**src/rtl/fetch_unit.sv**
```systemverilog
// fetch_unit -- decoupled instruction-fetch stage.
//
// Keeps its own fetch PC, issues word-addressed reads to a synchronous
// instruction memory (1-cycle read latency), buffers each returned
// instruction together with its PC in a small prefetch FIFO, and presents
// the FIFO head downstream over a valid/ready handshake. A redirect
// (taken branch/jump) flushes the FIFO and kills any read in flight, then
// restarts fetch at the target.
//
// Ports:
//   CLK              clock, all state updates on the rising edge
//   RST              synchronous active-high reset, overrides all inputs
//   fetch_en         permits issuing new memory requests
//   redirect         taken branch or jump this cycle
//   redirect_target  new fetch PC when redirect=1
//   im_req           memory read request this cycle
//   im_addr          read address (low ADDR_W bits of the fetch PC)
//   im_rdata         read data, valid one cycle after im_req
//   inst_valid       FIFO head holds a valid instruction
//   inst_ready       downstream accepts the head this cycle
//   inst_out         instruction at the FIFO head (0 when empty)
//   inst_pc          PC of inst_out (0 when empty)
//   occupancy        current FIFO entry count

module fetch_unit #(
  parameter int unsigned        DATA_W   = 32,
  parameter int unsigned        ADDR_W   = 10,
  parameter int unsigned        DEPTH    = 4,
  parameter logic [DATA_W-1:0]  RESET_PC = '0
) (
  input  logic                    CLK,
  input  logic                    RST,
  input  logic                    fetch_en,
  input  logic                    redirect,
  input  logic [DATA_W-1:0]       redirect_target,
  output logic                    im_req,
  output logic [ADDR_W-1:0]       im_addr,
  input  logic [DATA_W-1:0]       im_rdata,
  output logic                    inst_valid,
  input  logic                    inst_ready,
  output logic [DATA_W-1:0]       inst_out,
  output logic [DATA_W-1:0]       inst_pc,
  output logic [$clog2(DEPTH):0]  occupancy
);

  localparam int unsigned PW = $clog2(DEPTH);
  localparam int unsigned CW = PW + 1;

  logic [DATA_W-1:0] fetch_pc_q, fetch_pc_d;
  logic [DATA_W-1:0] req_pc_q, req_pc_d;
  logic              inflight_q, inflight_d;
  logic [PW-1:0]     wr_ptr_q, wr_ptr_d;
  logic [PW-1:0]     rd_ptr_q, rd_ptr_d;
  logic [CW-1:0]     occ_q, occ_d;

  logic [DATA_W-1:0] data_mem_q [DEPTH];
  logic [DATA_W-1:0] pc_mem_q   [DEPTH];

  logic issue_ok_s;
  logic empty_s;
  logic push_s;
  logic pop_s;

  // Issue/handshake decode. Counting the in-flight read against free space
  // means a returning read always has a slot, so the FIFO never overflows.
  always_comb begin
    issue_ok_s = (({1'b0, occ_q} + {{CW{1'b0}}, inflight_q}) < (CW+1)'(DEPTH));
    im_req     = !RST && fetch_en && !redirect && issue_ok_s;
    im_addr    = fetch_pc_q[ADDR_W-1:0];
    empty_s    = (occ_q == '0);
    // A redirect hides the head so nothing is consumed in the flush cycle.
    inst_valid = !empty_s && !redirect;
    pop_s      = inst_valid && inst_ready;
    // Read data returning during a redirect belongs to the killed path.
    push_s     = inflight_q && !redirect;
    if (empty_s) begin
      inst_out = '0;
      inst_pc  = '0;
    end else begin
      inst_out = data_mem_q[rd_ptr_q];
      inst_pc  = pc_mem_q[rd_ptr_q];
    end
    occupancy = occ_q;
  end

  // Next-state logic for PC, in-flight tracking and FIFO pointers/count.
  always_comb begin
    fetch_pc_d = fetch_pc_q;
    req_pc_d   = req_pc_q;
    inflight_d = im_req;
    wr_ptr_d   = wr_ptr_q;
    rd_ptr_d   = rd_ptr_q;
    occ_d      = occ_q;
    if (redirect) begin
      fetch_pc_d = redirect_target;
      wr_ptr_d   = '0;
      rd_ptr_d   = '0;
      occ_d      = '0;
    end else begin
      if (im_req) begin
        fetch_pc_d = fetch_pc_q + DATA_W'(1);
        req_pc_d   = fetch_pc_q;
      end else begin
        fetch_pc_d = fetch_pc_q;
      end
      if (push_s) begin
        wr_ptr_d = wr_ptr_q + PW'(1);
      end else begin
        wr_ptr_d = wr_ptr_q;
      end
      if (pop_s) begin
        rd_ptr_d = rd_ptr_q + PW'(1);
      end else begin
        rd_ptr_d = rd_ptr_q;
      end
      case ({push_s, pop_s})
        2'b10:   occ_d = occ_q + CW'(1);
        2'b01:   occ_d = occ_q - CW'(1);
        default: occ_d = occ_q;
      endcase
    end
  end

  // Control state registers with synchronous reset.
  always_ff @(posedge CLK) begin
    if (RST) begin
      fetch_pc_q <= RESET_PC;
      req_pc_q   <= '0;
      inflight_q <= 1'b0;
      wr_ptr_q   <= '0;
      rd_ptr_q   <= '0;
      occ_q      <= '0;
    end else begin
      fetch_pc_q <= fetch_pc_d;
      req_pc_q   <= req_pc_d;
      inflight_q <= inflight_d;
      wr_ptr_q   <= wr_ptr_d;
      rd_ptr_q   <= rd_ptr_d;
      occ_q      <= occ_d;
    end
  end

  // FIFO storage; contents need no reset because the count gates the outputs.
  always_ff @(posedge CLK) begin
    if (!RST && push_s) begin
      data_mem_q[wr_ptr_q] <= im_rdata;
      pc_mem_q[wr_ptr_q]   <= req_pc_q;
    end else begin
      data_mem_q[wr_ptr_q] <= data_mem_q[wr_ptr_q];
      pc_mem_q[wr_ptr_q]   <= pc_mem_q[wr_ptr_q];
    end
  end

  fetch_unit_chk #(
    .CW    (CW),
    .DEPTH (DEPTH)
  ) u_chk (
    .CLK    (CLK),
    .RST    (RST),
    .push_i (push_s),
    .occ_i  (occ_q)
  );

endmodule

// fetch_unit_chk -- protocol checker for fetch_unit.
//
// Ports:
//   CLK, RST  clock and synchronous reset of the checked block
//   push_i    FIFO push this cycle
//   occ_i     FIFO occupancy this cycle
module fetch_unit_chk #(
  parameter int unsigned CW    = 3,
  parameter int unsigned DEPTH = 4
) (
  input logic          CLK,
  input logic          RST,
  input logic          push_i,
  input logic [CW-1:0] occ_i
);

  // A push into a full FIFO would mean the issue rule was violated.
  a_no_overflow: assert property (@(posedge CLK) disable iff (RST)
    push_i |-> (occ_i != CW'(DEPTH)));

endmodule
```
**config.mk**
```make
export PLATFORM = sky130hd
export DESIGN_NAME = fetch_unit
export DESIGN_NICKNAME = d
export VERILOG_FILES = /design/src/rtl/fetch_unit.sv
export SDC_FILE = /design/constraint.sdc
export NUM_CORES = 1
export LEC_CHECK = 0
export ABC_AREA = 1
export BUFFER_PORTS_ARGS = -buffer_cell sky130_fd_sc_hd__buf_2
export CORE_MARGIN = 8
export CORE_UTILIZATION = 55
export CTS_BUF_LIST = sky130_fd_sc_hd__clkbuf_8
export DETAILED_ROUTE_END_ITERATION = 10
export HOLD_SLACK_MARGIN = 0.1
export PLACE_DENSITY = 0.71
export SLEW_MARGIN = 20
export SYNTH_ARGS = -nofsm -noshare
export SYNTH_HDL_FRONTEND = slang
export SYNTH_HIERARCHICAL = 1
export SYNTH_SLANG_ARGS = --single-unit
export TNS_END_PERCENT = 50
```
**constraint.sdc**
```tcl
create_clock -name CLK -period 8.75 [get_ports CLK]
set_input_delay 0.875 -clock CLK [delete_from_list [all_inputs] [get_ports CLK]]
set_output_delay 0.875 -clock CLK [all_outputs]
set_load 0.03 [all_outputs]
```
==> flow_metrics.py, run 1 <==
metrics = {
    "timing": {
        "finalMaxSlewViolations": 0,
        "skew_ns": 0.02226,
        "min_period_ns": 4.153,
        "max_slew_margin_pct": 32.67,
        "hold_viol": 0,
        "setup_tns_ns": 0,
        "rsz0062_at_grt": "no",
        "period_share_pct": 47.47,
        "worst_slew_pin_slew_ns": 1.010,
        "setup_viol_count_final": 0,
        "max_freq_mhz": 240.8,
    },
    "drt": {
        "wl_per_cell_um": 16.54,
        "route.detailed.drc": 0,
        "first_pass_iters": 5,
        "vias": 10070,
        "vias_per_cell": 5.320,
        "totalWireLength_um": 31290,
        "first_iter_violations": 760,
        "detail-route-antenna-nets": 0,
    },
    "setup_path": {
        "end_kind": "primary output",
        "worstPathMaxFanout": 65,
        "start_kind": "register",
        "r2r_slack_ns": 6.18,
        "reg2regPathDepth": 10,
        "required_ns": 7.88,
        "crit_path_end": "inst_pc[21]",
        "path_class": "reg -> out",
        "cp.arrival_ns": 3.28,
        "r2r_end": "occupancy[2]$_SDFFE_PP0P_",
        "rr_startpoint": "occupancy[1]$_SDFFE_PP0P_",
    },
    "place": {
        "dp_hpwl_um": 18500,
        "gp_congestion": 0.8735,
        "dp_cells": 1797,
        "place_area_um2": 14770,
        "io_buffer_count": 147,
    },
    "cells_and_area": {
        "final_nets": 1596,
        "drive_gt1_share_pct": 16.13,
        "final_cell_area_um2": 15820,
        "layout.cells.non_filler": 1892,
        "areaGrowthSynthToFinish_pct": 13.81,
        "antenna_cells": 0,
        "fill_cells": 2065,
    },
    "cts": {
        "cts_tree": "done",
        "clockBufferDepth": 3,
        "path_clk_slew_ns": 0.06,
        "cts_sinks": 330,
        "cts_made_buffers": 51,
        "clk_latency_ns": 0.57,
        "post_cts_buffers": 0,
        "cts.root.buffer_cell": "clkbuf_8",
        "postCtsHoldBufs": 0,
        "htree_levels": 2,
        "cts_resized": 0,
    },
    "synthesis": {
        "synth.net_count": 1467,
        "yosysUniqueCellTypes": 33,
        "synth_seq_cells": 330,
        "avgSynthCellArea_um2": 9.993,
        "synth_top_area_cell": "edfxtp_1",
        "synthTopCellsByArea": "edfxtp_1 (55%), dfxtp_1 (11%), nor2_1 (9.2%)",
        "synth_area_um2": 13900,
        "ys_seq_area_share_pct": 65.96,
        "synth_warnings": 6,
        "synth_top_area_share_pct": 55.30,
        "synthCells": 1391,
    },
    "power_and_ir_drop": {
        "leakage_nw": 6.092,
        "peakVddDrop_mv": 0.1198,
        "p_per_area_nw_per_um2": 199.0,
    },
    "die": {
        "core_area_um2": 25040,
        "dieArea_um2": 30620,
        "rows": 58,
        "die_x_um": 175.0,
        "start_util_pct": 55.52,
        "die_y_um": 175.0,
        "ios": 148,
    },
    "grt": {
        "grt_usage_pct": 20.16,
        "overflow": 0,
        "grt_pass1_wl_um": 50560,
        "grt_max_degree": 93,
        "grt_pass1_vias": 10000,
        "antenna_found_initial": 0,
    },
    "hold_path": {
        "hold_class": "reg -> reg",
    },
    "run_status": {
        "status": "complete, no violations",
    },
    "job": {
        "cap_violations": 0,
    },
}
flip-flops by register name (all words and copies together) (netlist names), named ones only:
register and cells:
rd_ptr_q 2, data_mem_q 128, req_pc_q 32, wr_ptr_q 2, fetch_pc_q 32, inflight_q 1, pc_mem_q 128, occupancy 3
cell usage in the layout, fill, tap and decap left out, types with 2 or more instances in the layout:
cell type / Yosys / final
nor2_1: 340 / 336
buf_4: 12 / 10
nand3b_1: 4 / 4
a21oi_1: 111 / 111
dfxtp_1: 74 / 72
edfxtp_1: 256 / 256
nor2_4: 1 / 5
nand2_1: 179 / 179
clkbuf_8: 0 / 54
o21a_1: 11 / 11
buf_2: 25 / 147
nand4_1: 4 / 4
bufinv_16: 0 / 5
o21ai_1: 6 / 6
nand3_1: 50 / 50
ha_1: 6 / 6
a31oi_1: 5 / 5
clkinv_2: 0 / 11
inv_2: 3 / 3
inv_1: 83 / 91
nor3_1: 3 / 2
o21ai_0: 152 / 152
clkinv_1: 0 / 15
xor2_1: 5 / 5
nor2_2: 8 / 8
power by group:
part	total (W)	switching [W]	internal, W
Combinational	0.000122	0.0000824	0.0000392
Clock	0.00130	0.000582	0.000723
Sequential	0.00172	0.0000218	0.00170
Total	0.00315	0.000686	0.00246
critical path, stage by stage, from the launching register on:
cell and delay [ns]:
dfxtp_2 0.31, buf_4 0.64, inv_2 0.59, buf_4 0.42
nor2_1 0.12, o21ai_0 0.08, a21oi_1 0.25, buf_2 0.25
layout make-up:
| class | count | area (µm²) | area share (%) |
|---|---|---|---|
| timing repair buffer | 157 | 810.8 | 5.125 |
| inverter | 86 | 322.8 | 2.040 |
| clock inverter | 41 | 307.8 | 1.946 |
| sequential | 330 | 9174 | 57.99 |
| multi-input combinational | 894 | 4049 | 25.59 |
| clock buffer | 54 | 743.2 | 4.698 |
| tap | 330 | 412.9 | 2.610 |
Yosys cell counts:
cell,instances
nor2_1,340
edfxtp_1,256
nand2_1,179
o21ai_0,152
a21oi_1,111
inv_1,83
dfxtp_1,74
nand3_1,50
clkbuf_1,27
buf_2,25
buf_1,15
buf_4,12
o21a_1,11
nor2_2,8
ha_1,6
o21ai_1,6
a31oi_1,5
xor2_1,5
nand3b_1,4
nand4_1,4
inv_2,3
nor3_1,3
buf_6,2
a21boi_0,1
a22oi_1,1
fa_1,1
nand2_2,1
nand3_2,1
nand3_4,1
nor2_4,1
nor2_8,1
o211ai_1,1
xnor2_1,1
layer usage:
metal  GRT usage, %  share of wire [%]  vias to the layer above
met4          6.782                2.1                        0
li1               -                  -                     4952
met3          4.015                6.4                       49
met1          26.45                 45                     4733
met5              0                  0                        -
met2          33.09                 47                      331
worst min path at each step:
stage / from / end / slack, ns / cells after the start
5_1_grt: im_rdata[4] / data_mem_q[2][4]$_DFFE_PP_ / 0.49 / 1
3_5_place_dp: rd_ptr_q[1]$_SDFFE_PP0P_ / register / 0.45 / 2
2_1_floorplan: rd_ptr_q[1]$_SDFFE_PP0P_ / register / 0.44 / 2
3_3_place_gp: rd_ptr_q[1]$_SDFFE_PP0P_ / register / 0.46 / 2
6_report: rd_ptr_q[1]$_SDFFE_PP0P_ / register / 0.46 / 2
4_1_cts: rd_ptr_q[1]$_SDFFE_PP0P_ / register / 0.46 / 2
metrics by stage:
step	util (%)	hold slack [ns]	total power [W]	worst slack, ns
finish	63.19	0.4609	0.003148	4.597
floorplan	-	0.4356	0.001830	4.286
detailed placement	58.99	0.4536	0.001876	4.848
CTS	63.19	0.4649	0.003174	4.582
global route	63.19	0.4887	0.003256	4.392
global placement	58.99	0.4583	0.001872	4.855
cells by family after synthesis:
kind of cell | Yosys count | share of synthesized area, %
buffers and inverters | 167 | 5.167
xor gates and xnor gates | 6 | 0.3780
AOI/OAI and AO/OA | 288 | 10.67
adders and majority gates | 7 | 0.6841
DFF | 330 | 65.96
and+or+nand+nor | 593 | 17.15
No activity file was read; power rests on OpenSTA's default activity.
==> inputs of run 2 (changes only) <==
==> constraint.sdc (replaced) <==
create_clock -name CLK -period 3.98 [get_ports CLK]
set_input_delay 0.398 -clock CLK [delete_from_list [all_inputs] [get_ports CLK]]
set_output_delay 0.398 -clock CLK [all_outputs]
set_load 0.03 [all_outputs]
==> flow_metrics.py, run 2 (synthesized netlist as in run 1, its figures left out) <==
metrics = {
    "power_and_ir_drop": {
        "peakVddDrop_mv": 0.2118,
        "leakage_nw": 6.274,
        "p_per_area_nw_per_um2": 419.7,
    },
    "timing": {
        "skew_ns": 0.01613,
        "finalMaxSlewViolations": 0,
        "hold_ws_ns": 0.1350,
        "min_period_ns": 3.298,
        "setup_viol_count_final": 0,
        "period_share_pct": 82.87,
        "worst_slew_pin_slew_ns": 0.9003,
        "max_freq_mhz": 303.2,
        "max_slew_margin_pct": 39.98,
        "rsz0062_at_grt": "no",
        "hold_viol": 0,
    },
    "cts": {
        "cts_resized": 0,
        "clk_latency_ns": 0.56,
        "cts_made_buffers": 50,
        "cts_sinks": 330,
        "htree_levels": 2,
        "cts.root.buffer_cell": "clkbuf_8",
        "clockBufferDepth": 3,
        "path_clk_slew_ns": 0.06,
        "cts_tree": "done",
    },
    "setup_path": {
        "cp.arrival_ns": 2.90,
        "path_class": "reg -> out",
        "crit_cells": 6,
        "reg2regPathDepth": 9,
        "start_kind": "register",
        "critPathTopFamily": "buffers and inverters",
        "cpPeakStageDelay_ns": 0.63,
        "required_ns": 3.58,
        "cp_slowest_cell": "inv_2",
        "cp_num_buf_inv": 4,
        "path_cells": "inv_2 > buf_12 > buf_4 > o21ai_0 > a21oi_1 > buf_2",
        "worstPathMaxFanout": 63,
        "end_kind": "primary output",
    },
    "drt": {
        "wl_per_cell_um": 16.53,
        "first_pass_iters": 5,
        "detail-route-antenna-nets": 0,
        "vias_per_cell": 5.304,
        "route.detailed.drc": 0,
        "vias": 10210,
        "first_iter_violations": 889,
        "totalWireLength_um": 31830,
    },
    "die": {
        "die_x_um": 175.0,
        "core_area_um2": 25040,
        "start_util_pct": 55.52,
        "rows": 58,
        "dieArea_um2": 30620,
        "die_y_um": 175.0,
        "ios": 148,
    },
    "cells_and_area": {
        "final_nets": 1635,
        "layout.cells.non_filler": 1925,
        "largestRegisters": "data_mem_q (128), pc_mem_q (128)",
        "layout_commonest_cell": "nor2_1",
        "final_cell_mix": "nor2_1 (336), edfxtp_1 (256), nand2_1 (179), o21ai_0 (152), buf_2 (147)",
        "drive_gt1_share_pct": 15.61,
        "antenna_cells": 0,
        "areaGrowthSynthToFinish_pct": 16.58,
    },
    "place": {
        "dp_hpwl_um": 18980,
        "dp_cells": 1802,
        "gp_congestion": 0.8822,
        "io_buffer_count": 147,
    },
    "job": {
        "cap_violations": 0,
    },
    "run_status": {
        "status": "complete, no violations",
    },
    "grt": {
        "grt_pass1_vias": 10160,
        "grt_usage_pct": 20.49,
        "antenna_found_initial": 0,
        "grt_pass1_wl_um": 51460,
        "overflow": 0,
        "grt_max_degree": 81,
    },
    "hold_path": {
        "whs_path_depth": 3,
        "hold_class": "in -> reg",
    },
}
[run 2: layout make-up]
type                       instances  area [µm²]
clock buffer                      53       729.5
inverter                          86       322.8
timing repair buffer             197        1261
tap                              330       412.9
clock inverter                    35       256.5
fill                            2005        8831
sequential                       330        9174
multi-input combinational        894        4049
[run 2: tightest hold or removal path, stage by stage]
cell and delay (ns):
buf_2 0.08, a21oi_1 0.06, a21oi_1 0.11
[run 2: per-layer routing]
layer / track usage [%] / wire length, µm
met4: 5.722 / 497
met5: 0 / 0
met3: 4.079 / 2000
met2: 33.72 / 14950
met1: 27.30 / 14380
[run 2: worst paths after layout]
| path | from | end | slack, ns |
|---|---|---|---|
| setup / recovery | register | inst_out[12] | 0.68 |
| hold / removal | redirect_target[0] | fetch_pc_q[0]$_SDFFE_PP0P_ | 0.13 |
| setup reg to reg | occupancy[1]$_SDFFE_PP0P_ | occupancy[2]$_SDFFE_PP0P_ | 1.77 |
| hold reg to reg | rd_ptr_q[1]$_SDFFE_PP0P_ | register | 0.46 |
[run 2: timing repair]
| action | CTS | global route |
|---|---|---|
| endpoints found under the hold margin | 131 | 0 |
| hold buffers | 35 | 0 |
| setup buffers | 0 | 0 |
[run 2: where the power goes]
group / total, W / internal, W / leakage (nW) / switching, W
registers: 0.00379 / 0.00374 / 3.00 / 0.0000484
logic: 0.000299 / 0.000111 / 2.70 / 0.000188
clock network: 0.00272 / 0.00149 / 0.569 / 0.00123
[run 2: metrics by stage]
stage / power (W) / setup TNS (ns) / util [%] / worst slack (ns) / instance area (µm²)
after floorplan: 0.004022 / -1.711 / - / -0.006683 / 13900
final: 0.006802 / 0 / 64.73 / 0.6818 / 16210
after global placement: 0.004120 / 0 / 59.39 / 1.314 / 14870
after CTS: 0.006848 / 0 / 64.73 / 0.6713 / 16210
after detailed placement: 0.004129 / 0 / 59.39 / 1.236 / 14870
after global routing: 0.007035 / 0 / 64.73 / 0.4839 / 16210
